### src/rtl/mem_arbiter_pkg.sv
// Shared arbiter constants: FSM state encoding and requester port ids.
package mem_arbiter_pkg;

   typedef enum logic {
      IDLE   = 1'b0,
      ACCESS = 1'b1
   } arb_state_e;

   localparam logic PORT0 = 1'b0;
   localparam logic PORT1 = 1'b1;

endpackage

### src/rtl/mem_arbiter_arb_pick.sv
// Two-port winner selection; round-robin on ties when ARB_ROUND_ROBIN_EN is
// defined, fixed priority to port 0 otherwise.
module arb_pick
   import mem_arbiter_pkg::*;
(
   input  logic req0,
   input  logic req1,
   input  logic ptr,
   output logic winner
);

`ifdef ARB_ROUND_ROBIN_EN
   always_comb begin
      if (req0 && req1) begin
         winner = ptr;
      end else if (req1) begin
         winner = PORT1;
      end else begin
         winner = PORT0;
      end
   end
`else
   logic unused_ptr;
   assign unused_ptr = ptr;

   always_comb begin
      winner = (req1 && !req0) ? PORT1 : PORT0;
   end
`endif

endmodule

### src/rtl/mem_arbiter.sv
// Two-requester arbiter in front of a single-port async-read memory.
// ARB_ROUND_ROBIN_EN selects round-robin tie-breaking instead of port-0 priority.
module mem_arbiter
   import mem_arbiter_pkg::*;
(
   input  logic       clk,
   input  logic       rst,
   input  logic       r0_req,
   input  logic       r0_we,
   input  logic [7:0] r0_addr,
   input  logic [7:0] r0_wdata,
   output logic       r0_gnt,
   output logic [7:0] r0_rdata,
   output logic       r0_rvalid,
   input  logic       r1_req,
   input  logic       r1_we,
   input  logic [7:0] r1_addr,
   input  logic [7:0] r1_wdata,
   output logic       r1_gnt,
   output logic [7:0] r1_rdata,
   output logic       r1_rvalid,
   output logic [7:0] mem_addr,
   output logic [7:0] mem_in,
   output logic       mem_write,
   input  logic [7:0] mem_out,
   output logic       busy
);

   arb_state_e state_q, state_d;
   logic       port_q, port_d;
   logic       we_q, we_d;
   logic [7:0] addr_q, addr_d;
   logic [7:0] wdata_q, wdata_d;
   logic       r0_gnt_q, r0_gnt_d, r1_gnt_q, r1_gnt_d;
   logic       r0_rvalid_q, r0_rvalid_d, r1_rvalid_q, r1_rvalid_d;
   logic [7:0] r0_rdata_q, r0_rdata_d, r1_rdata_q, r1_rdata_d;
   logic       winner;
   logic       ptr;

`ifdef ARB_ROUND_ROBIN_EN
   logic ptr_q, ptr_d;
   assign ptr = ptr_q;
`else
   assign ptr = PORT0;
`endif

   arb_pick u_pick (
      .req0   (r0_req),
      .req1   (r1_req),
      .ptr    (ptr),
      .winner (winner)
   );

   always_comb begin
      state_d     = state_q;
      port_d      = port_q;
      we_d        = we_q;
      addr_d      = addr_q;
      wdata_d     = wdata_q;
      r0_gnt_d    = 1'b0;
      r1_gnt_d    = 1'b0;
      r0_rvalid_d = 1'b0;
      r1_rvalid_d = 1'b0;
      r0_rdata_d  = r0_rdata_q;
      r1_rdata_d  = r1_rdata_q;
`ifdef ARB_ROUND_ROBIN_EN
      ptr_d       = ptr_q;
`endif
      unique case (state_q)
         IDLE: begin
            // gnt is registered on ACCESS entry so it is high exactly during ACCESS
            if (r0_req || r1_req) begin
               state_d  = ACCESS;
               port_d   = winner;
               we_d     = (winner == PORT1) ? r1_we    : r0_we;
               addr_d   = (winner == PORT1) ? r1_addr  : r0_addr;
               wdata_d  = (winner == PORT1) ? r1_wdata : r0_wdata;
               r0_gnt_d = (winner == PORT0);
               r1_gnt_d = (winner == PORT1);
`ifdef ARB_ROUND_ROBIN_EN
               ptr_d    = ~winner;
`endif
            end
         end
         ACCESS: begin
            state_d = IDLE;
            if (!we_q) begin
               if (port_q == PORT0) begin
                  r0_rdata_d  = mem_out;
                  r0_rvalid_d = 1'b1;
               end else begin
                  r1_rdata_d  = mem_out;
                  r1_rvalid_d = 1'b1;
               end
            end
         end
         default: state_d = IDLE;
      endcase
   end

   always_ff @(posedge clk) begin
      if (rst) begin
         state_q     <= IDLE;
         port_q      <= PORT0;
         we_q        <= 1'b0;
         addr_q      <= '0;
         wdata_q     <= '0;
         r0_gnt_q    <= 1'b0;
         r1_gnt_q    <= 1'b0;
         r0_rvalid_q <= 1'b0;
         r1_rvalid_q <= 1'b0;
         r0_rdata_q  <= '0;
         r1_rdata_q  <= '0;
`ifdef ARB_ROUND_ROBIN_EN
         ptr_q       <= PORT0;
`endif
      end else begin
         state_q     <= state_d;
         port_q      <= port_d;
         we_q        <= we_d;
         addr_q      <= addr_d;
         wdata_q     <= wdata_d;
         r0_gnt_q    <= r0_gnt_d;
         r1_gnt_q    <= r1_gnt_d;
         r0_rvalid_q <= r0_rvalid_d;
         r1_rvalid_q <= r1_rvalid_d;
         r0_rdata_q  <= r0_rdata_d;
         r1_rdata_q  <= r1_rdata_d;
`ifdef ARB_ROUND_ROBIN_EN
         ptr_q       <= ptr_d;
`endif
      end
   end

   assign r0_gnt    = r0_gnt_q;
   assign r1_gnt    = r1_gnt_q;
   assign r0_rvalid = r0_rvalid_q;
   assign r1_rvalid = r1_rvalid_q;
   assign r0_rdata  = r0_rdata_q;
   assign r1_rdata  = r1_rdata_q;
   assign busy      = (state_q == ACCESS);
   assign mem_addr  = addr_q;
   assign mem_in    = wdata_q;
   // rst gates the strobe combinationally so a reset during ACCESS never writes
   assign mem_write = (state_q == ACCESS) && we_q && !rst;

endmodule

### config.mk
export PLATFORM = sky130hd
export DESIGN_NAME = mem_arbiter
export DESIGN_NICKNAME = d
export VERILOG_FILES = /design/src/rtl/mem_arbiter_pkg.sv /design/src/rtl/mem_arbiter_arb_pick.sv /design/src/rtl/mem_arbiter.sv
export SDC_FILE = /design/constraint.sdc
export NUM_CORES = 1
export LEC_CHECK = 0
export ABC_AREA = 1
export CAP_MARGIN = 20
export CORE_UTILIZATION = 40
export CTS_CLUSTER_SIZE = 28
export DETAILED_ROUTE_END_ITERATION = 10
export DONT_BUFFER_PORTS = 1
export GPL_TIMING_DRIVEN = 0
export PLACE_DENSITY_LB_ADDON = 0.2
export RECOVER_POWER = 25
export SLEW_MARGIN = 20
export SYNTH_ARGS = -nofsm -noshare
export SYNTH_HDL_FRONTEND = slang
export SYNTH_SLANG_ARGS = --single-unit
export TNS_END_PERCENT = 100
### constraint.sdc
create_clock -name clk -period 2.6 [get_ports clk]
set_input_delay 0.52 -clock clk [delete_from_list [all_inputs] [get_ports clk]]
set_output_delay 0.52 -clock clk [all_outputs]
set_load 0.02 [all_outputs]
==> impl_results.md, run 1 <==
* Status: complete, but fails checks
* Failing checks: design-rule violations
* Routed Antenna Nets at 0
* Die area at 4800 µm²
* Worst R2R Start: busy
* Most common cell after layout, fill and taps aside: nand2_1
* Arrival time at the worst endpoint at 1.52 ns
* ANT cells at 0
* RSZ-0062 raised after global routing: false
* Largest net degree at the start of global routing at 13
* Synth unique cells at 21
* Vias in the first global route at 1517
* First-pass GRT wire length at 6830 µm
* CTS tree: built
* Postcts setup bufs at 0
* Crit end category: output pin
* Vias post-DR at 1556
* Latest clock arrival within the worst-skew pair at 0.29 ns
* Placer Congestion at 0.786
* Root buffer cell: clkbuf_8
* Initial antenna violation count at 0
* Mapped Cells at 270
* Drt pass-1 iters at 7
* M3 GR Usage at 0.0945
* Die Wd at 69.3 µm
* Critical path's slowest cell: dfxtp_1
* Post-Route Skew at 0.00184 ns
* Yosys reg bits at 39
* Clock Path Buffers at 2
* Core Box Area at 4350 µm²
* DR DRC count at 1
* Syn_area_per_cell at 6.71 µm²
* Ports at 84
* Worst hold stages at 2
* FF-to-FF End: mem_addr[7]
* Fin. Hold Viols at 0
* Most frequent cells in the layout: nand2_1, nor2_1, dfxtp_1, inv_1, nand3_1
* Clock transition at the registers of the reported paths at 0.07 ns
* Final worst-path cycle share at 0.784
* # setup viols final at 0
* Slew Viols, Final at 0
* Syn_nets at 316
* Crit-path cells: inv_1, nor3_1
* Largest delay share family, worst path: flip-flops
* Slew @ Worst Pin at 1.01 ns
* Max_slew headroom at 0.321
* Crit Path Class: flop to output pin
* Hold_sp: mem_out[6]
* Total track usage at 0.182
* H-tree depth at 2
* Setup TNS at 0 ns
* PwrDens at 670 nW/µm²
* Hold Crit Endpoint: r0_rdata[6]
* GR Overflow Total at 0
* LEAKAGE at 0.000909 µW
* Top Usage Layer GRT: met2
* Crit Path Max Fanout at 4
* Yosys warnings at 0
* Routed WL per cell at 12.1 µm
* Worst VDD drop at 0.000270 V
* Hold Buf Count CTS at 0
* Vias per cell at 4.72
* F_max at 490 MHz
* DRT Wirelength at 4010 µm
* I/O Buffers at 0
* Req. time, crit path at 2.08 ns
* Post-detail-place hpwl at 2940 µm
* Cell area after synthesis at 1810 µm²
* Initial DRC count at 52
* Post-cts resize count at 0
* Max_cap viols at 0
* CP startpoint: busy
* Final core occ at 0.445
* Clk sinks at 39
* Register area share after synthesis at 0.431
* Share of layout cells above drive strength 1 at 0.115
* Worst Setup Start Kind: flop
* Number of buffers created by CTS at 5
* Crit-path max cell delay at 0.55 ns
* Reg2Reg Setup Slack at 0.87 ns
* GR Util met1 at 0.219
* Buf/Inv on CP at 1
* Routing usage on met2 at 0.275
* Minimum clock period at 2.04 ns
* Starting Density at 0.416
* Cell Rows at 24
* Hold WC Path Type: input pin to flop
* Chip Height at 69.3 µm
* Hold WS at 0.378 ns
* # nets final at 323
* Synth-to-Final Area Change at 6.98%
* Cells on worst reg2reg path at 6
-- registers in the layout, indices dropped and copies added, names as in the netlist --
name and cells:
port_q 1, mem_in 8, busy 1, r1_gnt 1, r0_rvalid 1, r1_rdata 8, we_q 1, r0_gnt 1
mem_addr 8, r1_rvalid 1, r0_rdata 8
-- cells by family after synthesis --
family,after synthesis,synth area share
AOI/OAI and AO/OA,18,0.0560
DFF,39,0.431
and+or+nand+nor,164,0.394
buffers and inverters,49,0.119
-- cell type report --
cell class,instances,area [µm²]
Fill cell,485,2420
Multi-Input combinational cell,182,798
Sequential cell,39,781
Inverter,38,145
Clock buffer,6,72.6
Tap cell,52,65.1
Buffer,11,62.6
Clock inverter,2,12.5
-- report_power, final --
| part | internal [µW] | total [µW] | switching (µW) |
|---|---|---|---|
| registers | 641 | 720 | 78.9 |
| logic | 65.0 | 183 | 118 |
| clock network | 187 | 396 | 208 |
| total | 893 | 1300 | 405 |
-- synthesized netlist by cell type (all sizes together) --
master,instances,area [µm²]
nand3,19,100
nor2,72,308
nand4,8,50.1
buf,7,55.1
nor3,1,5.00
o21ai,10,61.3
dfxtp,39,781
inv,38,145
clkbuf,4,15.0
nand2,64,250
a21oi,8,40.0
-- worst register-to-register path, delay by kind of cell (launching register included) --
kind,cells,cell delay [ns]
flops,1,0.55
buf+inv,2,0.49
compound gates,1,0.41
simple gates,3,0.17
-- layer usage --
layer  routed length, µm  vias up  share of wire
met5                   0        -              0
met1                1780      647           0.45
li1                    -      839              -
met2                1750       63           0.44
met3                 407        7           0.10
met4                  67        0          0.017
-- stage by stage --
| stage | std cells | setup slack, ns | power [µW] | instance area (µm²) |
|---|---|---|---|---|
| 2_1_floorplan | 270 | 0.957 | 884 | 1810 |
| 3_3_place_gp | 322 | 0.829 | 920 | 1880 |
| 3_5_place_dp | 322 | 0.815 | 923 | 1880 |
| 4_1_cts | 330 | 0.483 | 1330 | 1960 |
| 5_1_grt | 330 | 0.424 | 1390 | 1940 |
| 6_report | 330 | 0.561 | 1300 | 1940 |
-- worst max-delay path by stage --
stage          cells past startpoint  slack [ns]        end
2_1_floorplan                      2        0.96  mem_write
6_report                           2        0.56  mem_write
4_1_cts                            2        0.48  mem_write
3_5_place_dp                       2        0.81  mem_write
5_1_grt                            6        0.42  mem_in[6]
3_3_place_gp                       2        0.83  mem_write
(Power assumes the default switching activity.)
==> run 2, diff against run 1 <==
==> constraint.sdc (replaced) <==
create_clock -name clk -period 1.7 [get_ports clk]
set_input_delay 0.34 -clock clk [delete_from_list [all_inputs] [get_ports clk]]
set_output_delay 0.34 -clock clk [all_outputs]
set_load 0.02 [all_outputs]
==> impl_results.md, run 2 (synthesis gave the netlist of run 1 again) <==
* PwrDens at 1020 nW/µm² (+51%)
* Post-Route Skew at 0.00282 ns (+0.000987 ns)
* I/O Buffers at 0 (unchanged)
* Crit Path Max Fanout at 4 (unchanged)
* DR DRC count at 1 (unchanged)
* Failing checks: design-rule violations
* Core Box Area at 4350 µm² (unchanged)
* Crit-path max cell delay at 0.45 ns (-0.10 ns)
* Most frequent cells in the layout: nand2_1, nor2_1, dfxtp_1, inv_1, nand3_1
* Max_slew headroom at 0.698 (+0.378)
* Flop pwr share at 0.552 (-0.002)
* Vias post-DR at 1558 (+0.13%)
* Crit-path cells: inv_1, nor3_2
* First-pass GRT wire length at 6910 µm (+1.1%)
* Clk sinks at 39 (unchanged)
* Worst Setup Start Kind: flop
* Number of buffers created by CTS at 5 (unchanged)
* Final worst-path cycle share at 0.920
* Minimum clock period at 1.56 ns
* LEAKAGE at 0.000917 µW (+0.79%)
* Cell Rows at 24 (unchanged)
* Slew Viols, Final at 0 (unchanged)
* Post-layout instance area at 1960 µm² (+1.4%)
* Vias per cell at 4.72 (+0.13%)
* Ports at 84 (unchanged)
* Routed Antenna Nets at 0 (unchanged)
* Clock Path Buffers at 2 (unchanged)
* Latest clock arrival within the worst-skew pair at 0.29 ns (about the same)
* Max_cap viols at 0 (unchanged)
* Die area at 4800 µm² (unchanged)
* ANT cells at 0 (unchanged)
* Chip Height at 69.3 µm (unchanged)
* CP startpoint: busy
* Pint at 1370 µW (+53%)
* RSZ-0062 raised after global routing: false
* Post-detail-place hpwl at 2940 µm (unchanged)
* Slew @ Worst Pin at 0.452 ns (-0.556 ns)
* Clock transition at the registers of the reported paths at 0.07 ns (about the same)
* Root buffer cell: clkbuf_8
* Starting Density at 0.416 (unchanged)
* Combinational group share of total power at 0.144 (+0.003)
* Die Wd at 69.3 µm (unchanged)
* Fin. Hold Viols at 0 (unchanged)
* Worst R2R Start: busy
* # nets final at 323 (unchanged)
* Total track usage at 0.184 (+0.00185)
* Initial DRC count at 54 (+3.8%)
* Switching fraction of total power at 0.313 (+0.000962)
* Hold Crit Endpoint: r0_rdata[6]
* Placer Congestion at 0.786 (unchanged)
* Worst VDD drop at 0.000386 V (+43%)
* Req. time, crit path at 1.36 ns (-0.72 ns)
* Crit end category: output pin
* Largest net degree at the start of global routing at 13 (unchanged)
* # setup viols final at 0 (unchanged)
* CTS tree: built
* NetSw at 624 µW (+54%)
* FF-to-FF End: r0_rdata[1]
* Critical path's slowest cell: dfxtp_2
* Setup TNS at 0 ns (unchanged)
* Synth-to-Final Area Change at 8.43%
* H-tree depth at 2 (unchanged)
* Cells on worst reg2reg path at 5 (-1)
* Hold_sp: mem_out[6]
* Most common cell after layout, fill and taps aside: nand2_1
* Drt pass-1 iters at 7 (unchanged)
* Crit Path Class: flop to output pin
* Routed WL per cell at 12.2 µm (+0.42%)
* Cell area after placement at 1880 µm² (unchanged)
* Power share of the clock group at 0.304 (about the same)
* Reg2Reg Setup Slack at 0.26 ns (-0.61 ns)
* Initial antenna violation count at 0 (unchanged)
* Status: complete, but fails checks
* Pre-CTS setup slack at 0.0945 ns (-0.720 ns)
* DRT Wirelength at 4020 µm (+0.42%)
* Final core occ at 0.451 (+0.00603)
* Vias in the first global route at 1532 (+0.99%)
* GR Overflow Total at 0 (unchanged)
* Share of layout cells above drive strength 1 at 0.133 (+0.0180)
* Worst hold stages at 2 (unchanged)
* Hold WC Path Type: input pin to flop
* Hold Buf Count CTS at 0 (unchanged)
* # fillers at 481 (-0.82%)
* Post-route setup slack at 0.137 ns (-0.425 ns)
* Arrival time at the worst endpoint at 1.22 ns (-0.30 ns)
* F_max at 640 MHz
-- run 2: cell count changes in the layout (fill, tap and decap cells not counted) --
cell / before / now
nand3_2: 0 / 1
buf_4: 1 / 2
nor3_2: 0 / 1
nor3_1: 1 / 0
dfxtp_1: 39 / 38
clkbuf_1: 7 / 6
nand3_1: 19 / 18
o21ai_4: 0 / 1
dfxtp_2: 0 / 1
o21ai_0: 1 / 0
-- run 2: worst max-delay path by stage --
stage	slack, ns	to	depth (start not counted)
after CTS	0.11	mem_write	2
after detailed placement	0.09	mem_write	2
final	0.14	mem_write	2
after global routing	0.07	mem_write	2
after global placement	0.11	mem_write	2
after floorplan	0.24	mem_write	2
-- run 2: per-layer routing --
metal  GRT usage  up-vias  wire length (µm)
li1            -      836                 -
met3      0.0930        7               420
met5           0        -                 0
met2       0.279       68              1790
met4      0.0658        0                67
met1       0.222      647              1740
-- run 2: layout make-up --
cell class | instances | area (µm²) | share of cell area
sequential | 39 | 782 | 0.398
tap | 52 | 65.1 | 0.0331
clock inverter | 2 | 12.5 | 0.00637
multi-input combinational | 182 | 820 | 0.417
buffer | 11 | 66.3 | 0.0338
clock buffer | 6 | 72.6 | 0.0370
inverter | 38 | 145 | 0.0739
-- run 2: stage by stage --
stage	hold WS (ns)	instances	total power [µW]
2_1_floorplan	0.472	270	1350
3_3_place_gp	0.492	322	1410
3_5_place_dp	0.498	322	1410
4_1_cts	0.187	330	2030
5_1_grt	0.204	330	2130
6_report	0.198	330	1990
-- run 2: repair_timing --
item	in CTS	in global routing
gates resized for setup	2	0
buffers inserted	0	0
endpoints found under the setup margin	1	0
-- run 2: critical path, delay by kind of cell, from the launching register on --
family,cells,cell delay (ns)
buf+inv,1,0.16
flops,1,0.45
simple gates,1,0.33
-- run 2: power by group through the flow --
stage                     Sequential [µW]  Clock, µW  Combinational [µW]
final                                1100        606                 286
after global routing                 1110        675                 342
after global placement               1120          0                 284
after detailed placement             1120          0                 288
after CTS                            1100        636                 290
after floorplan                      1110          0                 241
==> edit, RTL diff (config.mk and constraints of run 2) <==
Add a define of `ARB_ROUND_ROBIN_EN`.
--- a/src/rtl/mem_arbiter_arb_pick.sv
+++ b/src/rtl/mem_arbiter_arb_pick.sv
@@ -2,2 +2,4 @@
 // defined, fixed priority to port 0 otherwise.
+`define ARB_ROUND_ROBIN_EN
+
 module arb_pick
Check against the original RTL: not equivalent (Yosys sat finds a counterexample within 4 cycles, from zero or initial values and one cycle with rst high).
==> edit against run 2 <==
- critical path type unchanged
- wire length decreased by 0.70%
- non-clock buffer count is 3 higher
- setup slack improved by 0.022 ns
- power up 3.9%
- fmax grew 1.4%
- clock skew decreased by 0.00051 ns
- synthesized area shrank 3.6%
- via count decreased by 1.5%
- cell area down 3.1%
- sequential cell count increased by 1
==> edit: results (changes against run 2) <==
outcome: "finished, final reports clean"  # was finished with violations
synthesis.nets: 293  # was 316
grt_pass1_vias: 1383  # was 1532
route.detailed.wl_per_inst_um: 13.1  # was 12.2 µm
internal_power_mw: 1.44  # was 1.37 mW
rrSetupSlack_ns: 0.52  # was 0.26 ns
r2r-end: "r1_rdata[6]$_SDFFE_PP0P_"  # was r0_rdata[1]$_SDFFE_PP0P_
finalCritPeriodShare: 0.907  # was 0.920
vias_per_cell: 5.03  # was 4.72
ir_drop_mv: 0.479  # was 0.386 mV
use_met1: 0.190  # was 0.222
cp_slowest_stage_delay_ns: 0.48  # was 0.45 ns
combPwrFrac: 0.135  # was 0.144
p_leak_nw: 0.851  # was 0.917 nW
critical_path_arrival_ns: 1.20  # was 1.22 ns
synth_area_leaders: "dfxtp_1 46%, nor2_1 12%, a21oi_1 7.2%"  # was dfxtp_1 43%, nand2_1 13%, nor2_1 12%
place_area_um2: 1810  # was 1880 µm²
min_to: "port_q$_SDFFE_PP0P_"  # was r0_rdata[6]$_SDFFE_PP0P_
tightest_slew_ns: 0.427  # was 0.452 ns
drive_gt1_frac: 0.106  # was 0.133
gr-usage-met2: 0.303  # was 0.279
drc: 0  # was 1
dp_hpwl_um: 2910  # was 2940 µm
synth_compound_area_frac: 0.166  # was 0.0560
yosysUniqueCellTypes: 17  # was 21
drtIter0Drc: 49  # was 54
drt-met1-wl_um: 1620  # was 1740 µm
dp_slack_ns: 0.145  # was 0.0945 ns
seq_area_frac_synth: 0.459  # was 0.431
wl_met2_um: 1930  # was 1790 µm
p_seq_mw: 1.15  # was 1.10 mW
met3_usage: 0.0867  # was 0.0930
yosysMostFrequentCell: "nor2_1"  # was nand2_1
holdWs_ns: 0.113  # was 0.198 ns
synth_commonest_cells: "54 x nor2_1, 40 x dfxtp_1, 28 x inv_1, 25 x a21oi_1, 23 x nand2_1"  # was 62 x nand2_1, 59 x nor2_1, 39 x dfxtp_1, 33 x inv_1, 18 x nand3_1
clock_skew_ns: 0.00232  # was 0.00282 ns
min_path_cells: 1  # was 2
route.met3.wl_um: 395  # was 420 µm
min_from: "rst"  # was mem_out[6]
grt_first_pass_wirelength_um: 6020  # was 6910 µm
ff2ff_path_depth: 4  # was 5
finish.net_count: 300  # was 323
[edit: cell count changes after synthesis, sizes merged, moves of 4 or more]
| cell | delta |
|---|---|
| nand4 | -8 |
| nand2 | -39 |
| nor2 | -16 |
| o21ai | +23 |
| inv | -7 |
| a21oi | +17 |
| buf | +4 |
[edit: layout make-up]
type | count | area (µm²)
Tap cell | 50 | 62.6
Multi-Input combinational cell | 162 | 737
Fill cell | 466 | 2180
Clock inverter | 2 | 10.0
Clock buffer | 6 | 82.6
Sequential cell | 40 | 802
Buffer | 14 | 91.3
Inverter | 31 | 116
[edit: metrics by stage]
stage	total power [mW]	std cells
6_report	2.07	305
3_5_place_dp	1.45	297
2_1_floorplan	1.39	247
3_3_place_gp	1.45	297
5_1_grt	2.19	305
4_1_cts	2.10	305
[edit: repair_timing]
action,CTS,global route
resized for setup,2,0
setup buffers,0,0
setup endpoints to repair,1,0
